$ cat config.mk
export PLATFORM = sky130hd
export DESIGN_NAME = hazard_ctrl
export DESIGN_NICKNAME = d
export VERILOG_FILES = /design/src/rtl/hazard_ctrl.sv
export SDC_FILE = /design/constraint.sdc
export NUM_CORES = 1
export LEC_CHECK = 0
export ABC_AREA = 1
export CAP_MARGIN = 5
export CORE_MARGIN = 4
export CORE_UTILIZATION = 40
export CTS_BUF_LIST = sky130_fd_sc_hd__clkbuf_8
export DETAILED_ROUTE_END_ITERATION = 10
export PLACE_DENSITY = 0.75
export SYNTH_ARGS = -nofsm -noshare
export SYNTH_HDL_FRONTEND = slang
export SYNTH_SLANG_ARGS = --single-unit
$ cat constraint.sdc
create_clock -name clk -period 2.7 [get_ports clk]
set_clock_uncertainty 0.2 [all_clocks]
set_input_delay 0.27 -clock clk [delete_from_list [all_inputs] [get_ports clk]]
set_output_delay 0.27 -clock clk [all_outputs]
set_load 0.05 [all_outputs]
$ cat src/rtl/hazard_ctrl.sv
// Pipeline hazard sequencer for the 5-stage MIPS core: load-use bubbles, taken-branch
// flushes, data-memory wait states with timeout, and saturating event counters.
module hazard_ctrl #(
    parameter int CNT_W   = 16,
    parameter int TIMEOUT = 64
) (
    input  logic             clk,
    input  logic             reset,
    input  logic             idex_memread,
    input  logic [4:0]       idex_rt,
    input  logic [4:0]       ifid_rs,
    input  logic [4:0]       ifid_rt,
    input  logic             ifid_use_rt,
    input  logic             branch_taken,
    input  logic             dmem_req,
    input  logic             dmem_ready,
    input  logic             cnt_clr,
    output logic             pc_write,
    output logic             ifid_write,
    output logic             pipe_en,
    output logic             idex_bubble,
    output logic             ifid_flush,
    output logic             idex_flush,
    output logic             exmem_flush,
    output logic             mem_err,
    output logic [CNT_W-1:0] stall_cnt,
    output logic [CNT_W-1:0] flush_cnt
);

    // state    | meaning
    // RUN      | pipeline advancing, hazards resolved combinationally
    // MEM_WAIT | data memory busy, whole pipeline frozen
    // ERR      | memory timed out, frozen until reset
    typedef enum logic [1:0] {RUN, MEM_WAIT, ERR} state_t;

    localparam int WAIT_W = $clog2(TIMEOUT + 1);

    state_t              state, state_nxt;
    logic [WAIT_W-1:0]   wait_cnt, wait_nxt;
    logic                load_use;
    logic                advance;
    logic                stall_inc, flush_inc;

    assign load_use = idex_memread && (idex_rt != 5'd0) &&
                      ((idex_rt == ifid_rs) || (ifid_use_rt && (idex_rt == ifid_rt)));

    always_comb begin
        state_nxt   = state;
        wait_nxt    = wait_cnt;
        advance     = 1'b0;
        stall_inc   = 1'b0;
        flush_inc   = 1'b0;
        pc_write    = 1'b0;
        ifid_write  = 1'b0;
        pipe_en     = 1'b0;
        idex_bubble = 1'b0;
        ifid_flush  = 1'b0;
        idex_flush  = 1'b0;
        exmem_flush = 1'b0;

        case (state)
            RUN: begin
                if (dmem_req && !dmem_ready) begin
                    state_nxt = MEM_WAIT;
                    wait_nxt  = WAIT_W'(1);
                end else begin
                    advance = 1'b1;
                end
            end
            MEM_WAIT: begin
                if (!dmem_ready) begin
                    wait_nxt = wait_cnt + WAIT_W'(1);
                    if (wait_cnt == WAIT_W'(TIMEOUT - 1))
                        state_nxt = ERR;
                end else begin
                    advance   = 1'b1;
                    state_nxt = RUN;
                    wait_nxt  = '0;
                end
            end
            default: begin
                state_nxt = ERR;
            end
        endcase

        // A taken branch squashes the ID instruction, so a concurrent load-use is moot.
        if (advance) begin
            if (branch_taken) begin
                pc_write    = 1'b1;
                ifid_write  = 1'b1;
                pipe_en     = 1'b1;
                ifid_flush  = 1'b1;
                idex_flush  = 1'b1;
                exmem_flush = 1'b1;
                flush_inc   = 1'b1;
            end else if (load_use) begin
                pipe_en     = 1'b1;
                idex_bubble = 1'b1;
                stall_inc   = 1'b1;
            end else begin
                pc_write    = 1'b1;
                ifid_write  = 1'b1;
                pipe_en     = 1'b1;
            end
        end

        if (reset) begin
            pc_write    = 1'b0;
            ifid_write  = 1'b0;
            pipe_en     = 1'b0;
            idex_bubble = 1'b0;
            ifid_flush  = 1'b0;
            idex_flush  = 1'b0;
            exmem_flush = 1'b0;
        end
    end

    always_ff @(posedge clk or posedge reset) begin
        if (reset) begin
            state     <= RUN;
            wait_cnt  <= '0;
            mem_err   <= 1'b0;
            stall_cnt <= '0;
            flush_cnt <= '0;
        end else begin
            state    <= state_nxt;
            wait_cnt <= wait_nxt;
            mem_err  <= mem_err | (state_nxt == ERR);
            if (state != ERR) begin
                if (cnt_clr) begin
                    stall_cnt <= '0;
                    flush_cnt <= '0;
                end else begin
                    if (stall_inc && (stall_cnt != '1))
                        stall_cnt <= stall_cnt + CNT_W'(1);
                    if (flush_inc && (flush_cnt != '1))
                        flush_cnt <= flush_cnt + CNT_W'(1);
                end
            end
        end
    end

endmodule

# Word level (Yosys, flattened, before mapping)
# Index checks and enable logic that the tools add are counted.
[word_totals] regBits=42 input_bits=23
[classes] add_sub_neg=3 eq_ne=9 n_mux=27 n_bitwise=1 reduce_logical=16
[op_table] operator="$mux W16" n=4
[op_table] operator="$add A16 B1 Y16 const B" n=2
[op_table] operator="$ne A16 B16 Y1 const B" n=2
[op_table] operator="$mux W1" n=15
[op_table] operator="$mux W7" n=2
[op_table] operator="$pmux W7 S2" n=1
[op_table] operator="$eq A5 B5 Y1" n=2
[op_table] operator="$add A7 B1 Y7 const B" n=1
[op_table] operator="$eq A7 B6 Y1 const B" n=1
[op_table] operator="$logic_and A1 B1 Y1" n=6
[op_table] operator="$mux W2" n=3
[op_table] operator="$reduce_and A2 Y1" n=3
[op_table] operator="$reduce_bool A2 Y1" n=3
[op_table] operator="$reduce_bool A5 Y1" n=1
[op_table] operator="$ne A2 B2 Y1 const B" n=2
[op_table] operator="$pmux W2 S2" n=1
[op_table] operator="$eq A2 B1 Y1 const B" n=1
[op_table] operator="$eq A2 B2 Y1 const B" n=1
[op_table] operator="$logic_not A2 Y1" n=1
[op_table] operator="$pmux W1 S2" n=1
[op_table] operator="$logic_not A1 Y1" n=1
[op_table] operator="$logic_or A1 B1 Y1" n=1
[op_table] operator="$or A1 B1 Y1" n=1

# Depth between registers and ports, before layout
[depth] ltp_word=10 ltp_mapped=12 mapped_depth_nobuf=12

# Worst setup path after synthesis
# OpenSTA, ideal clock, no wires.
[synth_timing] path_type="reg2out" startpoint="register state[1]" endpoint="output port pc_write" arrival_time_ns=2.781 required_time_ns=2.230 path_slack_ns=-0.551 path_stages_with_launch=9 n_path_buf=1 cell_sequence="dfrtp_1 > inv_2 > nand2_1 > o21ai_2 > inv_1 > nor2_1 > inv_1 > a21oi_1 > buf_4"
[synth_via] elab_chain_len=4
[synth_rtl] element="start, declared" line="38" source="state_t state, state_nxt;"
[synth_rtl] element="start signal, assigned" line="126" source="state <= state_nxt;"
[synth_rtl] element="$eq A2 B1 Y1 or $logic_not A2 Y1 (tied branches)" line="61" source="case (state)"
[synth_rtl] element="$pmux W1 S2 *" line="61"
[synth_rtl] element="$mux W1 * (2 in a row)"
[synth_rtl] element="end, declared" line="18" source="output logic pc_write,"
# Every way passes the cells marked *; elsewhere a longest branch is shown, timed or not.

# Final worst setup path
[layout_timing] startpoint="input port dmem_ready" endpoint="output port pc_write"
[layout_via] elab_chain_len=6
[layout_rtl] element="start, declared" line="16" source="input logic dmem_ready,"
[layout_rtl] element="$logic_not A1 Y1"
[layout_rtl] element="$logic_and A1 B1 Y1" line="63" source="if (dmem_req && !dmem_ready) begin"
[layout_rtl] element="$mux W1" line="63"
[layout_rtl] element="$pmux W1 S2 *" line="61"
[layout_rtl] element="$mux W1 *" line="87" source="if (advance) begin"
[layout_rtl] element="$mux W1 *" line="107" source="if (reset) begin"
# Marks and branches as above.

==> results.txt <==
The flow ran to the end, and the final reports show no timing, DRC or antenna violations. Fill cells in the final layout number 668. The logs give 328.0 ps for the post-layout worst setup margin and 0.4143 for the initial cell density of the core. The final route contains 2785 vias. Entering global routing, the biggest net connects 43 pins. The mean cell area of the mapped netlist came out at 6.771 µm². The maximum vdd drop came out at 278.7 µV.

Setup repair after global routing left no endpoint under its margin. Maximum single-stage delay on the critical path: 540 ps. The y dimension of the die came out at 92.12 µm. The logs give 0.5458 for the share of the core filled with cells and 1.751 nW for the leakage power figure. The instance count along the most critical hold path is 1, and the number of enable flip-flop cells after synthesis is 0. In the routed design, unresolved DRC markers number 0.

Static timing analysis puts the maximum clock frequency at 421.6 MHz. The number of antenna violations at the first check in global routing was 0. Using the TritonRoute via totals, the vias-per-cell ratio works out to 4.843.

The tools report the number of instances in the placed design as 567. Buffers placed on the I/O ports in this run total 62. The synthesized design contains 42 register bits. For the pin with the worst max-slew slack, the measured transition is 546.1 ps. The met1 routing resource usage after global routing came out at 0.2265.

In the final routed layout, each cell accounts on average for 12.26 µm. For the area enclosed by the die boundary, the log shows 8485 µm². The fraction of registers with async set or reset after synthesis is 1.000. The first global-routing pass estimated 12.30 mm of wire. For the placed wire-length estimate after detailed placement, the log shows 5.334 mm.

The cell that appears most often on the critical path is sky130_fd_sc_hd__inv_1. Via count of the first global-routing pass: 2654. The clock period could shrink to 2372 ps. The cell sitting at the root of the clock tree is a sky130_fd_sc_hd__clkbuf_8. At the placement stage, the worst setup path has a slack of 327.5 ps. After clock tree synthesis, the flow added hold-fix buffers numbering 0. The worst setup path is of the in -> out kind. When the netlist entered floorplanning its net count stood at 444. The ratio of cells with drive above 1 in the final layout was 0.09395. The post-route clock period utilization was 0.8785; the final RePlAce weighted congestion was 0.8625. The signal on the critical path passes through clkdlybuf4s50_1 -> inv_2 -> nand2_1 -> nand3_1 -> o21ai_2 -> inv_1 -> nor2_2 -> inv_1 -> a21oi_2 -> buf_12.

The number of cells on the worst reg-to-reg path is 10. Across the run, the number of max-cap violations was 0. The aggregate negative setup slack came out at 0 ps.

The run gives 4 as the count of TritonRoute iterations in the first routing pass. The area share of the leading cell type in the synthesized netlist came out at 0.3714. Data on the critical path is required at its endpoint by 2230 ps. Final number of hold-violating endpoints: 0.

TritonCTS built the clock tree. After the first detailed-routing iteration, the DRC count stood at 111. For the overall fraction of global-route tracks in use, the log shows 0.1745.

The core region is 6832 µm². The count of antenna diodes in the layout was 0; the post-detailed-route count of antenna-violating nets was 0. Buffers added to address setup during post-CTS repair amount to 0. The cell area that synthesis handed to floorplanning was 2830 µm². For the met2 global-route usage, the log shows 0.3023. The clock drives 42 sinks.

In this run the power density over the cells is 402.9 nW/µm². The total wirelength of the detailed-routed design was 7.047 mm; the count of pins on the block boundary was 63. For the remaining global-route overflow, the log shows 0. Dominant register cell in the synthesized netlist: sky130_fd_sc_hd__dfrtp_1. The later pin in the worst-skew pair is clocked with a latency of 290 ps. The headroom to the max-slew limit was 0.6359.

The H-tree was split into 2 levels. Gates resized during post-CTS repair numbered 0. The post-synthesis to final-layout area growth was 31.74%. The cell count after synthesis came out at 418. The Yosys step of the flow raised 0 warnings.

The placed instances occupy a cell area of 3586 µm². The final layout contains 504 nets. Type of element launching the critical path: an input pin. The worst setup path is captured at a primary output.

The logs give 0.3714 for the sequential fraction of the synthesis area and 3729 µm² for the finished layout cell area. The run gives 0 as the final number of setup-violating endpoints. For this design, the slowest cell found on the critical path is sky130_fd_sc_hd__clkdlybuf4s50_1. For the met3 global-route usage, the log shows 0.02461. The arrival time of data at the critical path endpoint came out at 1900 ps. The total count of max-transition violations in the final report was 0; the post-synthesis cell type count was 34. sky130_fd_sc_hd__dfrtp_1 takes more of the synthesized area than any other cell.

By area the synthesized netlist is led by sky130_fd_sc_hd__dfrtp_1 (37%), sky130_fd_sc_hd__nand2_1 (18%), sky130_fd_sc_hd__nor2_1 (7.6%), sky130_fd_sc_hd__nand3_1 (7.1%), sky130_fd_sc_hd__inv_1 (6.1%). The floorplan has 30 rows. After clock tree synthesis, the clock-pin slew on the worst setup and hold paths is 80 ps. met2 is the most crowded layer.

The floorplan step set the die width to 92.12 µm. Of all nets on the critical path, the largest fanout is 3. In this run the deepest clock path goes through 2 buffers.

The number of buffers created by CTS came out at 5. The class of the worst hold path is reg -> reg. The final instance count without filler cells was 575.
==> placed cells by master (no fill, tap or decap), types with 2 or more instances in the layout <==
master	synthesis	routed
sky130_fd_sc_hd__a21oi_1	14	13
sky130_fd_sc_hd__a21oi_2	1	2
sky130_fd_sc_hd__a31oi_1	2	2
sky130_fd_sc_hd__buf_12	0	7
sky130_fd_sc_hd__buf_4	4	3
sky130_fd_sc_hd__bufinv_16	0	2
sky130_fd_sc_hd__clkbuf_8	0	6
sky130_fd_sc_hd__clkdlybuf4s50_1	0	55
sky130_fd_sc_hd__dfrtp_1	42	42
sky130_fd_sc_hd__ha_1	3	3
sky130_fd_sc_hd__inv_1	46	46
sky130_fd_sc_hd__inv_2	5	5
sky130_fd_sc_hd__nand2_1	133	133
sky130_fd_sc_hd__nand2_2	2	2
sky130_fd_sc_hd__nand3_1	40	40
sky130_fd_sc_hd__nand4_1	8	8
sky130_fd_sc_hd__nor2_1	57	56
sky130_fd_sc_hd__nor2_2	3	4
sky130_fd_sc_hd__nor2_4	2	2
sky130_fd_sc_hd__nor3_1	6	6
sky130_fd_sc_hd__nor3_2	2	2
sky130_fd_sc_hd__o21ai_0	14	14
sky130_fd_sc_hd__o21ai_2	4	4
sky130_fd_sc_hd__o22ai_1	2	2
sky130_fd_sc_hd__or2_2	2	2
sky130_fd_sc_hd__xnor2_1	3	3
sky130_fd_sc_hd__xor2_1	7	7
==> layer usage <==
metal	routed length [µm]	share of wire
met3	396	0.056
met5	0	0
met1	3116	0.44
met4	72	0.010
met2	3462	0.49
==> per-stage QoR <==
| stage | hold WS (ps) | power, mW |
|---|---|---|
| 2_1_floorplan | 241.3 | 0.8083 |
| 3_5_place_dp | 257.6 | 0.9018 |
| 6_report | 272.3 | 1.502 |
| 4_1_cts | 279.1 | 1.520 |
| 5_1_grt | 304.6 | 1.566 |
| 3_3_place_gp | 257.9 | 0.8982 |
==> state kept, by name, indices dropped and copies added, names as in the netlist <==
register   count
flush_cnt     16
stall_cnt     16
mem_err        1
state          2
wait_cnt       7
==> synth_stat cells (3+ instances only) <==
library cell	number
sky130_fd_sc_hd__nand2_1	133
sky130_fd_sc_hd__nor2_1	57
sky130_fd_sc_hd__inv_1	46
sky130_fd_sc_hd__dfrtp_1	42
sky130_fd_sc_hd__nand3_1	40
sky130_fd_sc_hd__a21oi_1	14
sky130_fd_sc_hd__o21ai_0	14
sky130_fd_sc_hd__nand4_1	8
sky130_fd_sc_hd__xor2_1	7
sky130_fd_sc_hd__nor3_1	6
sky130_fd_sc_hd__inv_2	5
sky130_fd_sc_hd__buf_4	4
sky130_fd_sc_hd__clkbuf_1	4
sky130_fd_sc_hd__o21ai_2	4
sky130_fd_sc_hd__buf_6	3
sky130_fd_sc_hd__ha_1	3
sky130_fd_sc_hd__nor2_2	3
sky130_fd_sc_hd__xnor2_1	3
==> worst paths after layout <==
path                               from       endpoint  slack [ps]
setup reg to reg           stall_cnt[0]  stall_cnt[10]         520
max in group asynchronous         reset  flush_cnt[10]        1630
min in group asynchronous         reset    wait_cnt[0]         310
hold reg to reg                 mem_err        mem_err         270
hold / removal                  mem_err        mem_err         270
setup / recovery             dmem_ready       pc_write         330
==> power breakdown <==
group	switching, mW	internal [mW]
Combinational	0.133	0.0856
Clock	0.220	0.394
Sequential	0.0239	0.646
==> layout make-up <==
type | instances | area (µm²) | area share
timing repair buffer | 65 | 713.2 | 0.1913
tap | 96 | 120.1 | 0.03221
inverter | 51 | 191.4 | 0.05134
clock buffer | 6 | 82.58 | 0.02215
multi-input combinational | 313 | 1510 | 0.4050
clock inverter | 2 | 60.06 | 0.01611
sequential | 42 | 1051 | 0.2819
==> cells by family after synthesis <==
logic type	count (synthesis)	synth area share
AND/OR/NAND/NOR	260	0.4041
buffers and inverters	63	0.09726
flip-flops	42	0.3714
AO/OA/AOI/OAI	40	0.08311
XOR/XNOR	10	0.03095
adder cells (fa/ha/maj)	3	0.01326
==> worst max-delay path: cells and delay by family <==
family | cells | cell delay, ps
buffers and inverters | 5 | 950
AO/OA/AOI/OAI | 2 | 370
AND/OR/NAND/NOR | 3 | 320
(Power assumes the default switching activity.)
